### src/rtl/din_debounce_pulse_if.sv
// Signal bundle for the button debouncer: raw line in, conditioned level and pulses out.
// The debouncer uses the slave view; whatever drives the raw line uses the master view.
interface din_debounce_pulse_if;
  logic btn_in;
  logic level_out;
  logic press_pulse;
  logic release_pulse;
  logic busy;

  modport master (
    output btn_in,
    input  level_out,
    input  press_pulse,
    input  release_pulse,
    input  busy
  );

  modport slave (
    input  btn_in,
    output level_out,
    output press_pulse,
    output release_pulse,
    output busy
  );
endinterface

### src/rtl/din_debounce_pulse.sv
// Push-button conditioner: synchroniser, stability counter and a Moore FSM that
// emits a debounced level plus single-cycle press/release pulses.
//
// state      | meaning
// S_LOW      | settled low, waiting for a rising candidate
// S_RISE_CHK | qualifying a rising candidate (busy)
// S_PRESS    | accepted rise, press_pulse for one cycle
// S_HIGH     | settled high, waiting for a falling candidate
// S_FALL_CHK | qualifying a falling candidate (busy, level still high)
// S_RELEASE  | accepted fall, release_pulse for one cycle
module din_debounce_pulse #(
  parameter int SYNC_STAGES     = 2,
  parameter int DEBOUNCE_CYCLES = 16,
  parameter int CNT_W           = 8
) (
  input  logic                  clk,
  input  logic                  rst,
  din_debounce_pulse_if.slave   bus
);

  typedef enum logic [2:0] {
    S_LOW      = 3'd0,
    S_RISE_CHK = 3'd1,
    S_PRESS    = 3'd2,
    S_HIGH     = 3'd3,
    S_FALL_CHK = 3'd4,
    S_RELEASE  = 3'd5
  } state_t;

  localparam logic [CNT_W-1:0] CNT_TC = CNT_W'(DEBOUNCE_CYCLES - 1);

  logic [SYNC_STAGES-1:0] sync_q;
  logic                   btn_s;
  state_t                 state, state_nxt;
  logic [CNT_W-1:0]       cnt, cnt_nxt;

  always_ff @(posedge clk or posedge rst) begin
    if (rst) begin
      sync_q <= '0;
    end else begin
      sync_q <= {sync_q[SYNC_STAGES-2:0], bus.btn_in};
    end
  end

  assign btn_s = sync_q[SYNC_STAGES-1];

  always_ff @(posedge clk or posedge rst) begin
    if (rst) begin
      state <= S_LOW;
      cnt   <= '0;
    end else begin
      state <= state_nxt;
      cnt   <= cnt_nxt;
    end
  end

  // Counter only advances inside a CHK state; every other path parks it at zero.
  always_comb begin
    state_nxt = state;
    cnt_nxt   = '0;
    case (state)
      S_LOW: begin
        if (btn_s) state_nxt = S_RISE_CHK;
      end
      S_RISE_CHK: begin
        if (!btn_s) begin
          state_nxt = S_LOW;
        end else if (cnt == CNT_TC) begin
          state_nxt = S_PRESS;
        end else begin
          cnt_nxt = cnt + 1'b1;
        end
      end
      S_PRESS: begin
        state_nxt = S_HIGH;
      end
      S_HIGH: begin
        if (!btn_s) state_nxt = S_FALL_CHK;
      end
      S_FALL_CHK: begin
        if (btn_s) begin
          state_nxt = S_HIGH;
        end else if (cnt == CNT_TC) begin
          state_nxt = S_RELEASE;
        end else begin
          cnt_nxt = cnt + 1'b1;
        end
      end
      S_RELEASE: begin
        state_nxt = S_LOW;
      end
      default: begin
        state_nxt = S_LOW;
      end
    endcase
  end

  assign bus.level_out     = (state == S_PRESS) || (state == S_HIGH) || (state == S_FALL_CHK);
  assign bus.press_pulse   = (state == S_PRESS);
  assign bus.release_pulse = (state == S_RELEASE);
  assign bus.busy          = (state == S_RISE_CHK) || (state == S_FALL_CHK);

endmodule

### src/flat_wrapper.sv
// flat-port wrapper written by rule: the top's interface ports become plain ports
module din_debounce_pulse_flat 
#(
  parameter int SYNC_STAGES     = 2,
  parameter int DEBOUNCE_CYCLES = 16,
  parameter int CNT_W           = 8
)
  (clk, rst, bus_btn_in, bus_level_out, bus_press_pulse, bus_release_pulse, bus_busy);
  din_debounce_pulse_if bus_i ();
  input  logic clk;
  input  logic rst;
  input wire logic [$bits(bus_i.btn_in)-1:0] bus_btn_in;
  output wire logic [$bits(bus_i.level_out)-1:0] bus_level_out;
  output wire logic [$bits(bus_i.press_pulse)-1:0] bus_press_pulse;
  output wire logic [$bits(bus_i.release_pulse)-1:0] bus_release_pulse;
  output wire logic [$bits(bus_i.busy)-1:0] bus_busy;
  assign bus_i.btn_in = bus_btn_in;
  assign bus_level_out = bus_i.level_out;
  assign bus_press_pulse = bus_i.press_pulse;
  assign bus_release_pulse = bus_i.release_pulse;
  assign bus_busy = bus_i.busy;
  din_debounce_pulse #(.SYNC_STAGES(SYNC_STAGES), .DEBOUNCE_CYCLES(DEBOUNCE_CYCLES), .CNT_W(CNT_W)) u_core (.clk(clk), .rst(rst), .bus(bus_i));
endmodule
### config.mk
export PLATFORM = sky130hd
export DESIGN_NAME = din_debounce_pulse_flat
export DESIGN_NICKNAME = d
export VERILOG_FILES = /design/src/rtl/din_debounce_pulse_if.sv /design/src/rtl/din_debounce_pulse.sv /design/src/flat_wrapper.sv
export SDC_FILE = /design/constraint.sdc
export NUM_CORES = 1
export LEC_CHECK = 0
export CAP_MARGIN = 20
export CORE_ASPECT_RATIO = 1.4
export CORE_MARGIN = 3
export CORE_UTILIZATION = 25
export DETAILED_ROUTE_END_ITERATION = 16
export GPL_TIMING_DRIVEN = 0
export PLACE_DENSITY = 0.52
export SYNTH_ARGS = -nofsm -noshare
export SYNTH_HDL_FRONTEND = slang
export SYNTH_SLANG_ARGS = --single-unit
### constraint.sdc
create_clock -name clk -period 3.2 [get_ports clk]
set_input_delay 0.8 -clock clk [delete_from_list [all_inputs] [get_ports clk]]
set_output_delay 0.8 -clock clk [all_outputs]
set_load 0.03 [all_outputs]
==> metrics <==
type of the tightest min-delay check reg2reg; slack of the worst reg-to-reg path 1.77 ns; overall fraction of global-route tracks in use 0.0863; HPWL Detailed 927 microns; total power draw 0.292 mW; share of the yosys chip area belonging to registers 0.476; total setup violations reported at the end of the flow 0; transition time at the pin with the least slew margin 0.477 ns; initial core utilization 0.274; first-pass GRT wire length 2100 microns; Hold Slack 0.352 ns; Inserted Clock Buffers 3; number of antenna violations at the first check in global routing 0; width of the die 50.2 microns; cell area after synthesis 683 sq um; CTS Hold Bufs 0; Mapped Cells 68; final wirelength 1190 microns; row cnt 21; TritonCTS Sinks 13; pre-CTS worst setup slack 0.879 ns; Filler Cells Inserted 257; peak supply drop 155 uV; Max FO, Critical Path 8; top achievable clock speed 384 MHz; total setup buffers inserted after CTS 0; weighted congestion at the end of routability-driven global placement 0.691; Iteration-0 DRC Markers 4; total power divided by cell area 359 nW/um^2; number of top-level pins 7; data required time of the worst path 2.40 ns; number of standard cells in the layout, taps in and fillers out 112; most area-consuming cells after synthesis dfrtp_1, nand2_1, o221ai_4; share of Yosys cell area claimed by the top area cell type 0.476; outcome finished clean; setup repair after global routing missed its margin no; via count of the first global-routing pass 474; area added between synthesis and finish 18.9%; net count after synthesis 72; number of placed cells counting well taps 108; share of layout cells above drive strength 1 0.128; post-synth top area cell dfrtp_1; remaining number of nets flagged by the antenna check after routing 0; share of synthesized flip-flops with an asynchronous set or reset 1.00; maximum number of pins on one net before global-route repair 14; endpoint class of the critical path primary output; total grt overflow 0; number of H-tree levels 1; number of flops mapped to enable cells by yosys 0; area of all sequential standard cells 325 sq um; category of the worst setup path launch point flop; Setup Skew 0.00507 ns; number of resized instances in the post-cts repair step 0; cell at the root of the clock tree clkbuf_4; category of the most critical setup path reg2out; vias 509; count of maximum capacitance violations 0; Fin Setup TNS 0 ns; die extent in y 67.9 microns; Netlist cell types 29; signal arrival time at the worst endpoint 1.81 ns; final worst-path cycle share 0.815; Max-Slew Margin vs Limit 0.682; Die Area 3400 sq um; cell with the most instances after synthesis dfrtp_1; number of flip-flops and latches in the synthesized netlist 13; total iterations of the first detailed-routing run 4; diode insertion count for antenna repair 0; number of vias per cell 4.54; final slew viol count 0; core region area 2500 sq um; area occupied by multi-input gates 334 sq um; mean routed wirelength per cell 10.6 microns; clock slew at reported path FFs 0.07 ns; clock insertion delay at the later pin of the skew report 0.27 ns; least setup slack across all paths after layout 0.593 ns; maximum root-to-sink buffer count 2; Port Buffers 6; total DRC errors in the routed layout 0; number of hold violations in the final report 0; most instantiated cells after synthesis dfrtp_1, nand2_1, nor2_1; layout net count 83; Synth warnings 0; Most used DFF post-synth dfrtp_1; TritonCTS clock tree yes; cell leakage power 0.314 nW; mean area per synthesized cell 10.0 sq um; clock period minus worst slack 2.61 ns
## registers in the layout, indices dropped and copies added, names as in the netlist
signal	flops
u_core.cnt	8
u_core.state	3
u_core.sync_q	2
## per-stage QoR
step	utilization	instance area (sq um)
6_report	0.325	812
3_3_place_gp	0.315	786
5_1_grt	0.325	812
4_1_cts	0.325	812
2_1_floorplan	-	683
3_5_place_dp	0.315	786
## cell families after synthesis
family,share of synthesized area
XOR/XNOR,0.0385
buffers and inverters,0.0348
AO/OA/AOI/OAI,0.167
AND/OR/NAND/NOR,0.266
flip-flops,0.476
adder cells (fa/ha/maj),0.0183
## layout by cell type, fill, tap and decap left out
cell and instances:
a21oi_1 5, a31oi_1 1, a32oi_1 1, and3_1 1
and3b_1 1, buf_2 1, clkbuf_1 2, clkbuf_4 3
clkdlybuf4s50_1 6, dfrtp_1 13, ha_1 1, inv_1 4
nand2_1 7, nand2b_1 2, nand3_1 2, nand3_4 1
nand4_1 1, nor2_1 6, nor2_2 1, nor3b_2 1
nor4_1 1, nor4bb_1 1, o211ai_1 1, o211ai_2 1
o21ai_0 4, o221ai_4 1, o31ai_1 1, or3_1 4
or4_4 1, xnor2_1 2, xor2_1 1
## per-layer routing
| metal | GRT usage | vias up | routed length [microns] |
|---|---|---|---|
| li1 | - | 261 | - |
| met4 | 0.0934 | 0 | 56 |
| met1 | 0.0897 | 234 | 492 |
| met2 | 0.137 | 9 | 614 |
| met5 | 0 | - | 0 |
| met3 | 0.0196 | 5 | 23 |
## worst max-delay path, cell delays in order (launching register included)
cell	delay, ns
dfrtp_1	0.36
clkbuf_1	0.17
nor2_1	0.16
nand2_1	0.11
nand2_1	0.09
clkdlybuf4s50_1	0.66
## power breakdown
group / leakage [nW] / switching [mW] / internal, mW
Combinational: 0.126 / 0.0140 / 0.0105
Clock: 0.0150 / 0.0479 / 0.0482
Sequential: 0.173 / 0.00300 / 0.168
Total: 0.314 / 0.0649 / 0.227
## final cells by class
class / count / area share
buffer: 2 / 0.0108
timing repair buffer: 6 / 0.0740
clock buffer: 4 / 0.0324
tap: 34 / 0.0524
multi-input combinational: 49 / 0.411
sequential: 13 / 0.401
inverter: 4 / 0.0185
## path summary, 6_finish.rpt
path,startpoint,endpoint,depth (start not counted)
setup / recovery,u_core.state[1]$_DFFE_PP0P_,bus_level_out,5
hold / removal,u_core.sync_q[0]$_DFF_PP0_,u_core.sync_q[1]$_DFF_PP0_,0
setup reg to reg,u_core.cnt[5]$_DFF_PP0_,u_core.cnt[5]$_DFF_PP0_,3
hold reg to reg,u_core.sync_q[0]$_DFF_PP0_,u_core.sync_q[1]$_DFF_PP0_,0
max in group asynchronous,rst,u_core.cnt[1]$_DFF_PP0_,2
min in group asynchronous,rst,u_core.cnt[2]$_DFF_PP0_,2
(Power assumes the default switching activity.)
